<file path="src/rtl/channel_serializer.sv">
// channel_serializer: turns one 16-channel filterbank frame (16 x sfix37_En32)
// into a ready/valid stream of OUT_W-bit signed samples, one channel per beat.
// Each sample is requantized by dropping FRAC_DROP LSBs and then saturated.
// One frame can be queued behind the frame being sent. A frame arriving while
// the queue is full is dropped, and the sticky overrun flag is set.
// Optional build macro: CHSER_ROUND_EN. When it is defined, rounding is
// round-half-up before the shift. When it is undefined, the value is truncated.
module channel_serializer #(
  parameter int OUT_W     = 16,
  parameter int FRAC_DROP = 17
) (
  input  logic                    clock,
  input  logic                    reset,
  input  logic                    clk_enable,
  input  logic                    frame_strobe,
  input  logic [591:0]            chan_in,
  output logic signed [OUT_W-1:0] out_data,
  output logic [3:0]              out_chan,
  output logic                    out_valid,
  input  logic                    out_ready,
  output logic                    out_last,
  output logic                    sat_flag,
  output logic                    overrun,
  input  logic                    overrun_clr
);

  localparam int IN_W  = 37;
  localparam int N_CH  = 16;
  localparam int ACC_W = 38;

  localparam logic signed [ACC_W-1:0] SAT_MAX =
    {{(ACC_W-OUT_W+1){1'b0}}, {(OUT_W-1){1'b1}}};
  localparam logic signed [ACC_W-1:0] SAT_MIN =
    {{(ACC_W-OUT_W+1){1'b1}}, {(OUT_W-1){1'b0}}};
`ifdef CHSER_ROUND_EN
  localparam logic signed [ACC_W-1:0] RND_HALF =
    {{(ACC_W-1){1'b0}}, 1'b1} << (FRAC_DROP-1);
`endif

  typedef enum logic {IDLE, SEND} state_t;

  state_t                  state;
  logic [3:0]              idx;
  logic                    pend_vld;
  logic signed [IN_W-1:0]  active_bank  [N_CH];
  logic signed [IN_W-1:0]  pending_bank [N_CH];

  logic                    strobe_q;
  logic                    beat;
  logic                    last_beat;
  logic                    load_active;
  logic                    promote;
  logic                    load_pending;
  logic                    drop;
  logic signed [ACC_W-1:0] shifted;

  // Sign-extend into the wider accumulator, optionally add half an output LSB, then shift arithmetically
  function automatic logic signed [ACC_W-1:0] requant_shift(input logic signed [IN_W-1:0] sample);
    logic signed [ACC_W-1:0] acc;
    acc = $signed({sample[IN_W-1], sample});
`ifdef CHSER_ROUND_EN
    acc = acc + RND_HALF;
`endif
    return acc >>> FRAC_DROP;
  endfunction

  function automatic logic sat_hit(input logic signed [ACC_W-1:0] v);
    return (v > SAT_MAX) || (v < SAT_MIN);
  endfunction

  function automatic logic signed [OUT_W-1:0] saturate(input logic signed [ACC_W-1:0] v);
    logic signed [OUT_W-1:0] r;
    if (v > SAT_MAX)      r = SAT_MAX[OUT_W-1:0];
    else if (v < SAT_MIN) r = SAT_MIN[OUT_W-1:0];
    else                  r = v[OUT_W-1:0];
    return r;
  endfunction

  // Frame handoff decisions: who loads the active and pending banks this cycle
  always_comb begin
    strobe_q     = clk_enable & frame_strobe;
    beat         = (state == SEND) & out_ready;
    last_beat    = beat & (idx == 4'd15);
    load_active  = strobe_q & ((state == IDLE) | (last_beat & ~pend_vld));
    promote      = last_beat & pend_vld;
    load_pending = strobe_q & (state == SEND) &
                   ((~last_beat & ~pend_vld) | (last_beat & pend_vld));
    drop         = strobe_q & (state == SEND) & ~last_beat & pend_vld;
  end

  // Control state: FSM, channel index, pending occupancy and sticky overrun
  always_ff @(posedge clock or negedge reset) begin
    if (!reset) begin
      state    <= IDLE;
      idx      <= 4'd0;
      pend_vld <= 1'b0;
      overrun  <= 1'b0;
    end else begin
      case (state)
        IDLE: begin
          if (strobe_q) begin
            state <= SEND;
            idx   <= 4'd0;
          end
        end
        SEND: begin
          if (last_beat) begin
            idx <= 4'd0;
            // Without a queued or arriving frame, the stream ends here
            if (!pend_vld && !strobe_q) state <= IDLE;
          end else if (beat) begin
            idx <= idx + 4'd1;
          end
        end
        default: state <= IDLE;
      endcase

      if (load_pending)  pend_vld <= 1'b1;
      else if (promote)  pend_vld <= 1'b0;

      // An overrun in the same cycle as a clear wins, so no drop goes unreported
      if (drop)             overrun <= 1'b1;
      else if (overrun_clr) overrun <= 1'b0;
    end
  end

  // Sample banks; data only, contents are meaningless until a frame is loaded
  always_ff @(posedge clock) begin
    for (int k = 0; k < N_CH; k++) begin
      if (load_active)  active_bank[k]  <= $signed(chan_in[k*IN_W +: IN_W]);
      else if (promote) active_bank[k]  <= pending_bank[k];
      if (load_pending) pending_bank[k] <= $signed(chan_in[k*IN_W +: IN_W]);
    end
  end

  // Output stage: requantize the current channel combinationally, gated to zero while idle
  always_comb begin
    shifted   = requant_shift(active_bank[idx]);
    out_valid = (state == SEND);
    out_chan  = idx;
    out_last  = out_valid & (idx == 4'd15);
    out_data  = out_valid ? saturate(shifted) : '0;
    sat_flag  = out_valid & sat_hit(shifted);
  end

endmodule
</file>
<file path="config.mk">
export PLATFORM = sky130hd
export DESIGN_NAME = channel_serializer
export DESIGN_NICKNAME = d
export VERILOG_FILES = /design/src/rtl/channel_serializer.sv
export SDC_FILE = /design/constraint.sdc
export NUM_CORES = 1
export LEC_CHECK = 0
export CELL_PAD_IN_SITES_DETAIL_PLACEMENT = 1
export CELL_PAD_IN_SITES_GLOBAL_PLACEMENT = 2
export CORE_ASPECT_RATIO = 0.6
export CORE_MARGIN = 2
export CORE_UTILIZATION = 37
export CTS_CLUSTER_SIZE = 12
export DETAILED_ROUTE_END_ITERATION = 8
export HOLD_SLACK_MARGIN = 0.15
export PLACE_DENSITY_LB_ADDON = 0.15
export SLEW_MARGIN = 10
export SYNTH_ARGS = -nofsm -noshare
export SYNTH_HDL_FRONTEND = slang
export SYNTH_SLANG_ARGS = --single-unit
</file>
<file path="constraint.sdc">
create_clock -name clock -period 22.2 [get_ports clock]
set_input_delay 5.55 -clock clock [delete_from_list [all_inputs] [get_ports clock]]
set_output_delay 5.55 -clock clock [all_outputs]
set_load 0.02 [all_outputs]
</file>
# Yosys cells after proc, flatten, opt, wreduce, memory -nomap -nowiden
# Memory sizes are Yosys's and may differ from the RTL's.
# Index checks and enable logic that the tools add are counted.
[word_totals]
n_memories = 2
output_inout_bits = 24
mem_bits_rw = 1184
elab_cells = 91
input_bits = 598
regBits = 7
[op_classes]
n_lt_le_gt_ge = 2
n_reduce_logical = 7
addsub = 1
bitwise_logic = 34
muxes = 38
n_eq_ne = 3
[mem_list]
columns = ["name", "depth", "width", "read_ports", "rd_ports_with_merged_regs", "wr", "line_no", "source"]
rows = [
  ["active_bank", 16, 37, 1, 0, 16, "45", "logic signed [IN_W-1:0] active_bank [N_CH];"],
  ["pending_bank", 16, 37, 16, 0, 16, "46", "logic signed [IN_W-1:0] pending_bank [N_CH];"],
]
[op_table]
columns = ["operator", "n"]
rows = [
  ["$mux W37", 16],
  ["$mux W16", 3],
  ["$gt A20 B16 Y1 const B", 1],
  ["$lt A20 B16 Y1 const B", 1],
  ["$or A1 B1 Y1", 18],
  ["$mux W1", 14],
  ["$and A1 B1 Y1", 13],
  ["$mux W4", 3],
  ["$pmux W4 S2", 1],
  ["$add A4 B1 Y4 const B", 1],
  ["$eq A4 B4 Y1 const B", 1],
  ["$reduce_bool A2 Y1", 2],
  ["$ne A3 B1 Y1 const B", 1],
  ["$not A1 Y1", 3],
  ["$logic_not A1 Y1", 2],
  ["$ne A2 B2 Y1 const B", 1],
  ["$pmux W1 S2", 1],
  ["$reduce_and A2 Y1", 1],
  ["$logic_and A1 B1 Y1", 1],
  ["$logic_or A1 B1 Y1", 1],
]

# Logic depth before layout (Yosys ltp)
# Gate-level depths: netlist of run 1.
[logic_depth]
word_depth = 8
depth_mapped = 11

# Worst setup path after synthesis of run 1
# OpenSTA, ideal clock, no wires.
[synth_path]
path_kind = "in2reg"
from = "input out_ready"
to = "memory active_bank[0][17] (enable)"
path_slack_ps = 610
stages = 5
t_arrival_ps = 20523
setup_time_ps = 1068
cell_sequence = "nand2_1 -> inv_1 -> ha_1 -> nor2b_1 -> o21bai_1"
[synth_rtl]
columns = ["element", "line_no", "source"]
rows = [
  ["start: declaration", "20", "input logic out_ready,"],
  ["end: declaration", "45", ""],
]

# Worst setup path after layout of run 1
[layout_path]
from = "register idx[1], in the netlist out_chan[1]"
to = "output out_data[5]"
[layout_between]
elab_chain_len = 5
elab_cells_between_ends = 6
classes_between = "order compare: 2; mux: 3; memory: 1"
[layout_lines]
columns = ["element", "line_no", "source"]
rows = [
  ["start: declaration", "43", "logic [3:0] idx;"],
  ["start signal: assignment", "112", "idx <= idx + 4'd1;"],
  ["$mem_v2 Z16 W37 *", "n/a", ""],
  ["$lt A20 B16 Y1", "74", "else if (v < SAT_MIN) r = SAT_MIN[OUT_W-1:0];"],
  ["$mux W16", "74", ""],
  ["$mux W16 *", "73", "if (v > SAT_MAX) r = SAT_MAX[OUT_W-1:0];"],
  ["$mux W16 *", "142", "out_data = out_valid ? saturate(shifted) : '0;"],
  ["end: declaration", "17", "output logic signed [OUT_W-1:0] out_data,"],
]
# Every way passes the cells marked *; elsewhere a longest branch is shown, timed or not.

==> results.json, run 1 <==
{
  "status": "finished clean",
  "clk_pin_slew_ps": 60,
  "seq_area_frac_synth_pct": 73.6,
  "drv_cap": 0,
  "path_max_fanout": 40,
  "tightest_slew_ps": 1240,
  "syn_area_per_cell_um2": 21.2,
  "slew_headroom_pct": 17.6,
  "clock.fmax_mhz": 93.9,
  "combPwrFrac_pct": 27.7,
  "arrival_ps": 5100,
  "grt_pass1_vias": 13800,
  "grt_max_degree": 186,
  "crit_chain": "buf_4 -> mux4_1 -> a22oi_1 -> a22oi_1 -> a31oi_2 -> o21ai_1 -> clkdlybuf4s50_1",
  "pwr-share-seq_pct": 43.6,
  "grt_pass1_wl_mm": 95.7,
  "crit_start": "out_chan[1]",
  "drc_errors": 0,
  "grt_usage_pct": 18.0,
  "hold_buffers": 0,
  "place_congestion": 0.752,
  "rr_startpoint": "out_chan[0]",
  "core-area_mm2": 0.0702,
  "numPortBuffers": 349,
  "net-switching-power_mw": 1.08,
  "swShare_pct": 30.7,
  "fin_ws_ps": 11550,
  "hp-start": "overrun",
  "drive_gt1_share_pct": 29.1,
  "place_hpwl_mm": 42.4,
  "fin_crit_ps": 10650,
  "layout_commonest_cell": "edfxtp_1",
  "via_per_inst": 5.10,
  "routed_wl_mm": 65.7,
  "fin_nets": 2210,
  "critPathMaxStageDelay_ps": 930,
  "ant_nets": 0,
  "post-place-ws_ps": 12130,
  "synth_edf_count": 640,
  "cts_root_buf": "clkbuf_16",
  "critPathLaunchType": "register",
  "overflow": 0,
  "rows": 75,
  "placedCellCount": 2465,
  "peakVddDrop_uv": 70.9,
  "final_cell_mix": "edfxtp_1, clkdlybuf4s50_1, mux2_2, clkbuf_16, mux4_2",
  "ctsResizeCount": 0,
  "die_h_um": 211,
  "design.die.area_mm2": 0.0734,
  "async_flop_share_pct": 1.08,
  "htree_num_levels": 3,
  "leakagePower_nw": 10.7,
  "initial_core_util_pct": 37.5,
  "io_pins": 622,
  "fin_crit_sh_pct": 48.0,
  "yosysWarningCount": 0,
  "cts_setup_buffers": 0,
  "p_int_mw": 2.44,
  "ys_ff_latch": 647,
  "cts_num_sinks": 647,
  "syn-instance-count": 1241,
  "insertion_delay_ps": 600,
  "drtPass1Iterations": 4,
  "rsz0062_at_grt": "no",
  "syn_area_mm2": 0.0263,
  "setup_violations": 0,
  "holdCritPathClass": "reg -> reg",
  "synth_top_flop_cell": "edfxtp_1",
  "maxSlewViolCount": 0,
  "fillerInstances": 6435,
  "syn-num-nets": 1842,
  "clock_path_buffers": 3,
  "ys_types": 39,
  "tns_ps": 0,
  "skew_ps": 13.0,
  "dieWidth_um": 348,
  "power.density_mw_per_mm2": 108,
  "cts_buffers": 66,
  "cp_slowest_cell": "a31oi_2",
  "grt_antenna_before_repair": 21,
  "final-hold-violation-count": 0,
  "vias": 13100,
  "clockPowerShare_pct": 28.7,
  "syn_to_final_growth_pct": 23.7,
  "required_ps": 16650,
  "fin_cells": 2572,
  "routedWlPerCell_um": 25.5,
  "drt_iter0_drc": 1037,
  "cts_tree": "done",
  "crit_top_cell": "a22oi_1",
  "end_kind": "output port",
  "crit_type": "reg -> out"
}
[path summary, 6_finish.rpt]
kind	slack [ps]	end	cells past startpoint
min reg2reg	530	overrun	2
min in group asynchronous	5220	overrun	1
max in group asynchronous	16680	out_chan[1]	1
min	530	overrun	2
max reg2reg	16540	pending_bank[0][134]	9
max	11550	out_data[5]	7
[flip-flops by register name, summed over array words and instances (netlist names)]
register and count:
active_bank 320, out_chan 4, out_valid 1, overrun 1, pend_vld 1, pending_bank 320
[Yosys cell counts, drive strengths merged, types with 3 or more instances]
master | count | share of area, %
a221oi | 12 | 0.42
a22oi | 3 | 0.10
buf | 22 | 0.94
clkbuf | 44 | 0.86
dfrtp | 7 | 0.67
edfxtp | 640 | 73
ha | 3 | 0.14
inv | 3 | 0.043
mux2 | 325 | 14
mux2i | 20 | 0.76
mux4 | 83 | 7.6
nand2 | 28 | 0.40
nor2b | 3 | 0.071
o21ai | 27 | 0.51
[metal layers]
metal / wire, µm / vias to the layer above / share of wire [%] / GRT usage, %
met4: 1130 / 16 / 1.7 / 4.24
met5: 106 / - / 0.16 / 0
met1: 32900 / 6834 / 50 / 27.9
li1: - / 5855 / - / -
met2: 27000 / 321 / 41 / 24.4
met3: 4600 / 96 / 7.0 / 5.35
[cell families (layout without fill, tap and decap cells)]
family          after synthesis  after routing  share of synthesized area, %
buf+inv                      70            470                          1.85
simple gates                 40             40                         0.679
fa+ha+maj                     3              3                         0.143
compound gates               51             51                          1.40
xor+xnor                      2              2                        0.0665
other cells                   0              7                             0
flops                       647            647                          73.6
mux                         428            428                          22.2
[worst max-delay path, delay by kind of cell (launching register included)]
family	cells	cell delay, ps
multiplexers	1	560
flip-flops	1	910
buffers and inverters	2	1360
AO/OA/AOI/OAI	4	1590
[through the flow]
step | util, % | instance area, µm² | power, mW | hold slack [ps]
floorplan | - | 26300 | 2.17 | 525
global placement | 43.7 | 30700 | 2.54 | 519
detailed placement | 43.7 | 30700 | 2.55 | 530
CTS | 46.4 | 32600 | 3.58 | 541
global route | 46.4 | 32600 | 3.67 | 551
finish | 46.4 | 32600 | 3.52 | 533
[power by group through the flow]
stage / sequential, mW / combinational [mW] / clock [mW]
final: 1.54 / 0.975 / 1.01
after global routing: 1.55 / 1.04 / 1.09
after CTS: 1.54 / 0.987 / 1.05
after detailed placement: 1.56 / 0.984 / 0
after global placement: 1.56 / 0.978 / 0
after floorplan: 1.58 / 0.593 / 0
[final cells by class]
| class | instances | area (µm²) | area share (%) |
|---|---|---|---|
| Tap cell | 924 | 1160 | 3.55 |
| Inverter | 4 | 15.0 | 0.0461 |
| Clock inverter | 15 | 105 | 0.323 |
| Antenna cell | 7 | 17.5 | 0.0538 |
| Timing Repair Buffer | 366 | 3650 | 11.2 |
| Multi-Input combinational cell | 524 | 6480 | 19.9 |
| Clock buffer | 85 | 1740 | 5.36 |
| Sequential cell | 647 | 19400 | 59.6 |
(Power assumes the default switching activity.)
==> run 2: changes to the inputs <==
CORE_UTILIZATION = 33   (was 37)
clock period = 9.5 ns   (was 22.2 ns; I/O delays follow)
==> run 2 against run 1 <==
Flip-flop and latch count unchanged. Clock power up 140%. Non-clock buffer count did not move. Cell count is 5.8% higher. Worst hold slack worse by 6.0 ps. Via count increased by 0.27%. Register-to-register slack lost 12000 ps. Final area up 1.0%. Sequential share of layout area shrank 0.59 points. Die area grew 12%.
==> results.json, run 2 (synthesized netlist as in run 1, its figures left out) <==
{
  "htree_num_levels": 3,
  "core-area_mm2": 0.0793,
  "tns_ps": 0,
  "slew_headroom_pct": 29.8,
  "fin_cells": 2722,
  "clk_pin_slew_ps": 60,
  "place_hpwl_mm": 43.5,
  "vias": 13200,
  "fillerInstances": 7581,
  "holdCritPathClass": "reg -> reg",
  "grt_pass1_wl_mm": 100,
  "grt_pass1_vias": 14100,
  "placedCellCount": 2607,
  "layout_commonest_cell": "edfxtp_1",
  "critPathMaxStageDelay_ps": 1030,
  "grt_max_degree": 144,
  "path_max_fanout": 23,
  "cts_setup_buffers": 0,
  "cts_root_buf": "clkbuf_16",
  "syn_to_final_growth_pct": 24.9,
  "numPortBuffers": 349,
  "crit_type": "reg -> out",
  "place_congestion": 0.711,
  "ant_nets": 0,
  "initial_core_util_pct": 33.2,
  "clock_path_buffers": 3,
  "final_util_pct": 41.5,
  "critPathLaunchType": "register",
  "dieWidth_um": 369,
  "path_buf_inv": 2,
  "status": "finished clean",
  "placed_area_mm2": 0.0310,
  "final-hold-violation-count": 0,
  "routed_wl_mm": 68.6,
  "skew_ps": 19.2,
  "clock.fmax_mhz": 129,
  "drv_cap": 0,
  "fin_crit_sh_pct": 81.5,
  "crit_chain": "clkinv_1 -> a221oi_1 -> o21ai_0 -> a22oi_1 -> a31oi_4 -> o21ai_1 -> clkdlybuf4s50_1",
  "drtPass1Iterations": 4,
  "leakagePower_nw": 10.7,
  "rsz0062_at_grt": "no",
  "drc_errors": 0,
  "required_ps": 7130,
  "cts_tree": "done",
  "fin_nets": 2212,
  "hold_slack_ps": 527,
  "post-place-ws_ps": 2330,
  "arrival_ps": 5370,
  "overflow": 0,
  "power.density_mw_per_mm2": 253,
  "drt_iter0_drc": 1009,
  "drive_gt1_share_pct": 29.2,
  "hold_buffers": 0,
  "cp.depth": 7,
  "final_cell_mix": "edfxtp_1, clkdlybuf4s50_1, mux2_2, clkbuf_16, mux4_2",
  "p_total_mw": 8.32,
  "routedWlPerCell_um": 25.2,
  "cts_num_sinks": 647,
  "peakVddDrop_uv": 114,
  "insertion_delay_ps": 620,
  "grt_antenna_before_repair": 20,
  "cts_buffers": 68,
  "fin_area_mm2": 0.0329,
  "cp_slowest_cell": "dfrtp_2",
  "cpLargestDelayFamily": "compound AO/OA/AOI/OAI gates",
  "design.die.area_mm2": 0.0822,
  "holdPathStages": 2,
  "fin_crit_ps": 7750,
  "grt_usage_pct": 16.9,
  "ctsResizeCount": 0,
  "rows": 80,
  "fin_ws_ps": 1750,
  "reg2reg_depth": 10,
  "io_pins": 622,
  "maxSlewViolCount": 0,
  "setup_violations": 0,
  "end_kind": "output port",
  "die_h_um": 223,
  "via_per_inst": 4.83,
  "tightest_slew_ps": 1050
}
-- run 2: changes by cell type in the layout (fill, tap and decap cells not counted), moves of 3 or more --
| cell | before | now |
|---|---|---|
| dfrtp_1 | 5 | 2 |
| buf_4 | 15 | 10 |
| dfrtp_2 | 0 | 3 |
| clkbuf_1 | 18 | 25 |
| buf_12 | 2 | 7 |
-- run 2: area by class of cell --
class                   instances  area (µm²)  area share [%]
flip-flops and latches        647       19400            59.0
well taps                    1066        1330            4.05
clock buffers                  95        1830            5.58
inverters                       4        15.0          0.0456
repair buffers                366        3710            11.3
clock inverters                13        92.6           0.281
multi-input cells             524        6490            19.7
diodes                          7        17.5          0.0532
-- run 2: per-layer routing --
layer / wire, µm / vias to the layer above / GRT usage, % / part of all wire, %
met3: 4910 / 93 / 5.59 / 7.1
met5: 91 / - / 0 / 0.13
li1: - / 5856 / - / -
met2: 28600 / 297 / 23.3 / 42
met4: 1270 / 14 / 4.06 / 1.8
met1: 33800 / 6898 / 25.4 / 49
-- run 2: worst min-delay path: cells and delay by family (launching register included) --
kind	cells	cell delay, ps
AO/OA/AOI/OAI	1	60
buffers and inverters	1	50
flip-flops	1	380
-- run 2: final timing paths --
check	from	to	slack, ps
max	out_chan[3]	out_data[10]	1750
max reg2reg	out_chan[1]	active_bank[1][28]	4710
min reg2reg	overrun	overrun	530
max in group asynchronous	reset	out_chan[1]	7120
min in group asynchronous	reset	out_chan[0]	2050
min	overrun	overrun	530
-- run 2: power by group --
part / switching (mW) / leakage (nW) / internal [mW] / total [mW]
clock network: 1.09 / 0.932 / 1.36 / 2.45
registers: 0.168 / 5.86 / 3.44 / 3.61
logic: 1.27 / 3.91 / 0.983 / 2.25
==> run 3: changes to the inputs <==
clock period = 6.9 ns   (was 9.5 ns; I/O delays follow)
==> run 3 against run 2 <==
Sequential share of layout area fell by 0.35 points. Die area did not move. First-iteration DRC count fell by 5.3%. Setup slack got worse by 1100 ps. Clock power rose by 39%. Largest cell class unchanged. Total power rose by 38%. Critical endpoint is now out_data[0].
==> results.json, run 3 (synthesized netlist as in run 1, its figures left out) <==
{
  "arrival_ps": 4480,
  "crit_top_cell": "buf_4",
  "initial_core_util_pct": 33.2,
  "hold_buffers": 0,
  "clock.fmax_mhz": 161,
  "required_ps": 5180,
  "layout_commonest_cell": "edfxtp_1",
  "critPathLaunchType": "register",
  "combPwrFrac_pct": 28.1,
  "syn_to_final_growth_pct": 25.7,
  "rows": 80,
  "routedWlPerCell_um": 25.1,
  "tightest_slew_ps": 956,
  "end_kind": "output port",
  "grt_max_degree": 103,
  "grt_antenna_before_repair": 29,
  "htree_num_levels": 3,
  "overflow": 0,
  "ctsResizeCount": 0,
  "ant_nets": 0,
  "critPathMaxStageDelay_ps": 790,
  "rsz0062_at_grt": "no",
  "swShare_pct": 30.3,
  "via_per_inst": 4.83,
  "status": "finished clean",
  "vias": 13200,
  "fillerInstances": 7576,
  "crit_type": "reg -> out",
  "core-area_mm2": 0.0793,
  "dieWidth_um": 369,
  "drtPass1Iterations": 5,
  "die_h_um": 223,
  "skew_ps": 13.6,
  "power.density_mw_per_mm2": 347,
  "post-place-ws_ps": 1230,
  "cts_root_buf": "clkbuf_16",
  "drc_errors": 0,
  "cts_num_sinks": 647,
  "final_cell_mix": "edfxtp_1, clkdlybuf4s50_1, mux2_2, clkbuf_16, mux4_2",
  "fin_ws_ps": 698,
  "path_max_fanout": 20,
  "grt_usage_pct": 17.0,
  "drt_iter0_drc": 956,
  "cp_slowest_cell": "clkdlybuf4s50_1",
  "peakVddDrop_uv": 159,
  "slew_headroom_pct": 36.3,
  "final_util_pct": 41.7,
  "place_congestion": 0.727,
  "grt_pass1_vias": 14000,
  "p_int_mw": 8.02,
  "crit_chain": "buf_4 -> mux2i_1 -> a221oi_1 -> o21a_1 -> a221oi_2 -> a31oi_2 -> buf_4 -> o21ai_1 -> clkdlybuf4s50_1",
  "setup_violations": 0,
  "insertion_delay_ps": 630,
  "holdCritPathClass": "reg -> reg",
  "leakagePower_nw": 10.8,
  "grt_pass1_wl_mm": 101,
  "net-switching-power_mw": 3.48,
  "place_hpwl_mm": 45.0,
  "fin_nets": 2223,
  "io_pins": 622,
  "cts_setup_buffers": 0,
  "cts_tree": "done",
  "clk_pin_slew_ps": 60,
  "cts_buffers": 67,
  "drive_gt1_share_pct": 30.2,
  "routed_wl_mm": 68.5,
  "clock_path_buffers": 3,
  "drv_cap": 0,
  "design.die.area_mm2": 0.0822,
  "fin_crit_sh_pct": 89.9,
  "clockPowerShare_pct": 29.6,
  "maxSlewViolCount": 0,
  "numPortBuffers": 349,
  "pwr-share-seq_pct": 42.3,
  "final-hold-violation-count": 0,
  "fin_crit_ps": 6200
}
==> run 3: routing by layer <==
layer	wire length [µm]	up-vias	global-route usage, %
li1	-	5872	-
met1	34100	6877	26.3
met2	28900	311	23.4
met3	4050	103	4.48
met4	1250	22	4.04
met5	155	-	0
==> run 3: power by group through the flow <==
stage	Combinational, mW	Clock (mW)	Sequential [mW]
6_report	3.23	3.41	4.87
3_5_place_dp	3.31	0	4.96
3_3_place_gp	3.29	0	4.95
4_1_cts	3.32	3.54	4.88
2_1_floorplan	1.91	0	4.96
5_1_grt	3.45	3.67	4.90
==> run 3: critical path: cells and delay by family, from the launching register on <==
family	cells	cell delay, ps
compound gates	5	1340
flops	1	700
mux	1	390
buf+inv	3	1400
==> run 3: final cells by class <==
cell class | count | area [µm²] | share of cell area (%)
Clock buffer | 88 | 1820 | 5.49
Clock inverter | 17 | 135 | 0.408
Tap cell | 1066 | 1330 | 4.03
Timing Repair Buffer | 378 | 3850 | 11.6
Multi-Input combinational cell | 524 | 6520 | 19.7
Sequential cell | 647 | 19400 | 58.6
Inverter | 4 | 17.5 | 0.0529
Antenna cell | 7 | 17.5 | 0.0529
==> run 3: through the flow <==
stage	instance area (µm²)	hold WS, ps	TNS, ps	power (mW)	instances
finish	33100	533	0	11.5	2731
global route	33100	555	0	12.0	2724
CTS	33100	535	0	11.7	2724
detailed placement	31100	528	0	8.26	2619
global placement	31100	520	0	8.23	2619
floorplan	26400	525	-114530	6.87	1241
==> run 3: path summary, 6_finish.rpt <==
check | from | end | slack (ps) | cells after the start
max reg2reg | out_chan[1] | active_bank[3][18] | 2360 | 10
max in group asynchronous | reset | out_chan[0] | 5240 | 1
min in group asynchronous | reset | pend_vld | 1380 | 1
max | out_chan[0] | out_data[0] | 700 | 9
min | overrun | overrun | 530 | 2
min reg2reg | overrun | overrun | 530 | 2
==> RTL change 1, RTL diff (flow settings as in run 3) <==
Add a define of `CHSER_ROUND_EN`.
--- a/src/rtl/channel_serializer.sv
+++ b/src/rtl/channel_serializer.sv
@@ -5,6 +5,8 @@
 // the queue is full is dropped, and the sticky overrun flag is set.
 // Optional build macro: CHSER_ROUND_EN. When it is defined, rounding is
 // round-half-up before the shift. When it is undefined, the value is truncated.
+`define CHSER_ROUND_EN
+
 module channel_serializer #(
   parameter int OUT_W     = 16,
   parameter int FRAC_DROP = 17
Check against the original RTL: not settled (the Yosys comparison gave no result); the edit may change what the design does.
==> RTL change 1 against run 3 <==
Sequential cell count up 32. Worst setup slack worse by 0.53 ns. Cell area up 6.8%. Power up 8.9%. Die area up 5.9%. Synthesized area up 6.0%. Critical endpoint is now out_data[8]. Wire length up 8.0%. Critical path depth up 2. Maximum frequency down 7.9%.
==> RTL change 1: results (changes against run 3) <==
- Status: finished, final reports clean
- CP max stage delay: 0.68 ns (-0.11 ns)
- Worst hold path type: reg -> reg
- Critical path's top delay family: compound AO/OA/AOI/OAI gates
- Num CTS Buffers: 71 (+6.0%)
- Final Skew: 0.0217 ns (+0.00810 ns)
- Critical Path AT: 5.01 ns (+0.53 ns)
- Via/cell ratio: 4.87 (+0.86%)
- Number of synthesized flops with an enable pin: 672 (+5.0%)
- CTS Buffer Depth: 3 (unchanged)
- GPL Wtd Cong: 0.766 (+5.4%)
- Seq/Total Area, Yosys: 72.9% (-0.70 points)
- PortBufs: 365 (+4.6%)
- Vias in the first global route: 15,300 (+9.3%)
- Drt initial violations: 1,032 (+7.9%)
- H-Tree Depth: 3 (unchanged)
- Clock latency on the worst-skew pair: 0.63 ns (about the same)
- Maximum VDD drop: 179 uV (+13%)
- GRT Total Usage: 17.2% (+0.28 points)
- Layout cells sized above 1: 31.9% (+1.7 points)
- First-pass GRT wire length: 108,000 um (+7.8%)
- Max FO, Critical Path: 14 (-30%)
- WL final: 74,000 um (+8.0%)
- Instance area after placement: 33,200 um2 (+6.6%)
- Number of antenna violations at the first check in global routing: 21 (-28%)
- GR Util met2: 24.1% (+0.75 points)
- Clock-pin slew on the worst setup and hold paths: 0.06 ns (about the same)
- Top cells by count, synth: edfxtp_1 (672), mux2_2 (336), mux4_2 (62)
- Crit-path slowest cell: clkdlybuf4s50_1
- Max transition margin: 17.6% (-19 points)
- Async S/R FF share, synth: 1.03% (-0.051 points)
- Largest net degree at the start of global routing: 163 (+58%)
- Syn nets: 1,992 (+8.1%)
- Synth top area cells: edfxtp_1 (72%), mux2_2 (14%), mux4_2 (5.0%), mux2i_1 (1.0%), mux4_1 (1.0%)
- Grt met3 use: 4.45% (-0.025 points)
- Final net count: 2,411 (+8.5%)
- DP HPWL: 50,200 um (+12%)
- Post-synth cell types: 57 (+46%)
- Initial DRT Pass Iterations: 5 (unchanged)
- Static Leak: 11.5 nW (+6.8%)
- M1 GR Usage: 26.5% (+0.25 points)
==> RTL change 1: cell type report <==
class	count	area [um2]
multi-input cells	632	7210
well taps	1134	1420
diodes	2	5.00
clock inverters	24	176
inverters	8	32.5
fillers	7959	48300
flip-flops and latches	679	20400
clock buffers	84	1890
repair buffers	417	4260
==> RTL change 1: power by group <==
group | leakage, nW | internal, mW | switching, mW
clock | 1.01 | 2.01 | 1.59
combinational | 4.39 | 1.66 | 2.25
sequential | 6.15 | 4.90 | 0.116
==> RTL change 1: routing by layer <==
metal  routed length (um)  vias up
met4                 1290       16
met3                 4220      100
met5                  100        -
met1                37100     7574
li1                     -     6510
met2                31300      311
==> RTL change 1: path summary, 6_finish.rpt <==
path,from,end,slack (ns),cells after the start
min reg2reg,overrun$_DFFE_PN0P_,overrun$_DFFE_PN0P_,0.52,2
min,overrun$_DFFE_PN0P_,overrun$_DFFE_PN0P_,0.52,2
max,out_chan[0]$_DFFE_PN0P_,out_data[8],0.16,11
max reg2reg,out_chan[2]$_DFFE_PN0P_,active_bank[13][20]$_DFFE_PP_,3.00,10
max in group asynchronous,reset,out_chan[1]$_DFFE_PN0P_,5.19,1
min in group asynchronous,reset,out_valid$_DFF_PN0_,1.39,1
==> RTL change 1: repair_timing <==
item                                    in CTS  in global routing
gates resized for setup                      4                  2
endpoints found under the setup margin       6                  5
hold buffers                                 0                  0
setup buffers                                6                  3
==> RTL change 1: tightest hold or removal path, delay by kind of cell, from the launching register on <==
family	cells	cell delay, ns
flops	1	0.37
compound gates	1	0.06
buf+inv	1	0.05
==> RTL change 1: cell families (layout without fill, tap and decap cells) <==
family,count (synthesis),after routing,synth area share [%]
xor gates and xnor gates,15,15,0.471
adders and majority gates,4,4,0.179
and+or+nand+nor,90,90,1.75
other,0,2,0
buffers and inverters,79,533,1.55
muxes,438,438,20.6
DFF,679,679,72.9
AOI/OAI and AO/OA,85,85,2.47
==> RTL change 1: per-stage QoR <==
| step | std cells | TNS, ns | util, % | worst slack [ns] |
|---|---|---|---|---|
| after global routing | 2978 | 0 | 42.3 | 0.00719 |
| final | 2980 | 0 | 42.3 | 0.163 |
| after global placement | 2861 | 0 | 39.7 | 0.550 |
| after CTS | 2975 | 0 | 42.2 | 0.0622 |
| after floorplan | 1390 | -201.34 | - | -0.599 |
| after detailed placement | 2861 | 0 | 39.7 | 0.459 |
==> RTL change 2, RTL diff (settings of run 3) <==
Made on the original files. Reset style: synchronous (`reset`), changed in one clocked block.
--- a/src/rtl/channel_serializer.sv
+++ b/src/rtl/channel_serializer.sv
@@ -89,7 +89,7 @@
   end
 
   // Control state: FSM, channel index, pending occupancy and sticky overrun
-  always_ff @(posedge clock or negedge reset) begin
+  always_ff @(posedge clock) begin
     if (!reset) begin
       state    <= IDLE;
       idx      <= 4'd0;
Function: not settled (the Yosys comparison gave no result); the edit may change what the design does.
==> RTL change 2 against run 3 <==
Worst setup slack got worse by 0.020 ns. Worst hold slack worse by 0.018 ns. Wire length decreased by 0.75%. Cell area decreased by 0.51%. Utilization is 0.53 points higher. Via count fell by 0.74%. Count of clock-buffer cells in the layout is 2 higher. Synthesized cell count shrank 1.1%. Synthesized area is 0.85% lower. Sequential cell count rose by 4.
Power is not compared: it rests on default switching activity, and its combinational part moved more than twofold at a synthesized area within 25%.
==> RTL change 2: results (changes against run 3) <==
- Num CTS Buffers: 68 (+1.5%)
- WL final: 68,000 um (-0.75%)
- Compound-gate portion of the synthesized area: 1.07% (-0.32 points)
- Mux contribution to synthesized area: 22.2% (about the same)
- Reg2Reg Launch Point: out_valid$_SDFF_PN0_
- Synth top area cells: edfxtp_1 (74%), mux2_2 (14%), mux4_2 (7.8%), dfxtp_1 (0.84%), clkbuf_1 (0.69%)
- M1 GR Usage: 26.8% (+0.52 points)
- Layout area overhead: 26.1%
- Status: finished, final reports clean
- Met1 Wirelength: 35,000 um (+2.6%)
- Area of the multi-input gates: 6440 um2 (-1.2%)
- Met3 routed WL: 4520 um (+12%)
- Vias in the first global route: 14,000 (+0.021%)
- Top cells by count, synth: edfxtp_1 (640), mux2_2 (320), mux4_2 (90)
- DP HPWL: 44,700 um (-0.77%)
- Worst r2r path cells: 9 (-1)
- Final Skew: 0.0130 ns (-0.000605 ns)
- Filler cell count: 7,397 (-2.4%)
- Largest net degree at the start of global routing: 156 (+51%)
- Multi-input comb cells: 510 (-2.7%)
- Slew @ Worst Pin: 1.16 ns (+0.203 ns)
- Drt initial violations: 967 (+1.2%)
- Number of antenna violations at the first check in global routing: 24 (-17%)
- Via count: 13,100 (-0.74%)
- GRT Total Usage: 17.0% (+0.074 points)
- Pre-CTS WS: 1.14 ns (-0.0975 ns)
- Seq/Total Area, Yosys: 74.4% (+0.80 points)
- Crit path to: out_data[13]
- Final net count: 2,207 (-0.72%)
- Via/cell ratio: 4.83 (+0.14%)
- ANT cells: 8 (+1)
- Instance area after placement: 31,000 um2 (-0.50%)
- Non-clock buffers: 371 (-1.9%)
- Tot Pwr: 8.45 mW
- Layout cells sized above 1: 32.3% (+2.1 points)
- Critical path's top delay family: compound AO/OA/AOI/OAI gates
- ClkCell Share: 5.89% (-0.016 points)
- CTS sink count: 651 (+0.62%)
- Sequential fraction of total cell area: 59.1% (+0.43 points)
- Final WS setup: 0.678 ns (-0.0201 ns)
- Layout clock buffers: 90 (+2.3%)
- Syn Inst Count: 1,227 (-1.1%)
- CP max stage delay: 0.82 ns (+0.03 ns)
- Syn nets: 1,828 (-0.76%)
- R2R Setup Slk: 3.64 ns (+1.28 ns)
- GPL Wtd Cong: 0.758 (+4.3%)
- Post-Synth XOR/XNOR Area: 0% (-0.067 points)
- Met2 wire length: 27,300 um (-5.6%)
- GR Util met2: 22.5% (-0.92 points)
- Synth Area in Adders: 0.144% (+0.0012 points)
- Grt met3 use: 5.37% (+0.90 points)
## RTL change 2: cell count changes after synthesis, sizes merged, moves of 7 or more
cell,run 3,this run
nand3,1,10
a221oi,12,0
mux2i,20,1
dfrtp,7,0
dfxtp,0,11
buf,22,14
mux4,83,96
o21ai,27,20
## RTL change 2: worst min-delay path by stage
stage | start | to | slack, ns | cells past startpoint
after global routing | overrun$_SDFFE_PN0P_ | overrun$_SDFFE_PN0P_ | 0.53 | 2
after global placement | overrun$_SDFFE_PN0P_ | overrun$_SDFFE_PN0P_ | 0.47 | 2
after detailed placement | overrun$_SDFFE_PN0P_ | overrun$_SDFFE_PN0P_ | 0.50 | 2
final | overrun$_SDFFE_PN0P_ | overrun$_SDFFE_PN0P_ | 0.51 | 2
after CTS | overrun$_SDFFE_PN0P_ | overrun$_SDFFE_PN0P_ | 0.52 | 2
after floorplan | pend_vld$_SDFFE_PN0P_ | overrun$_SDFFE_PN0P_ | 0.50 | 2
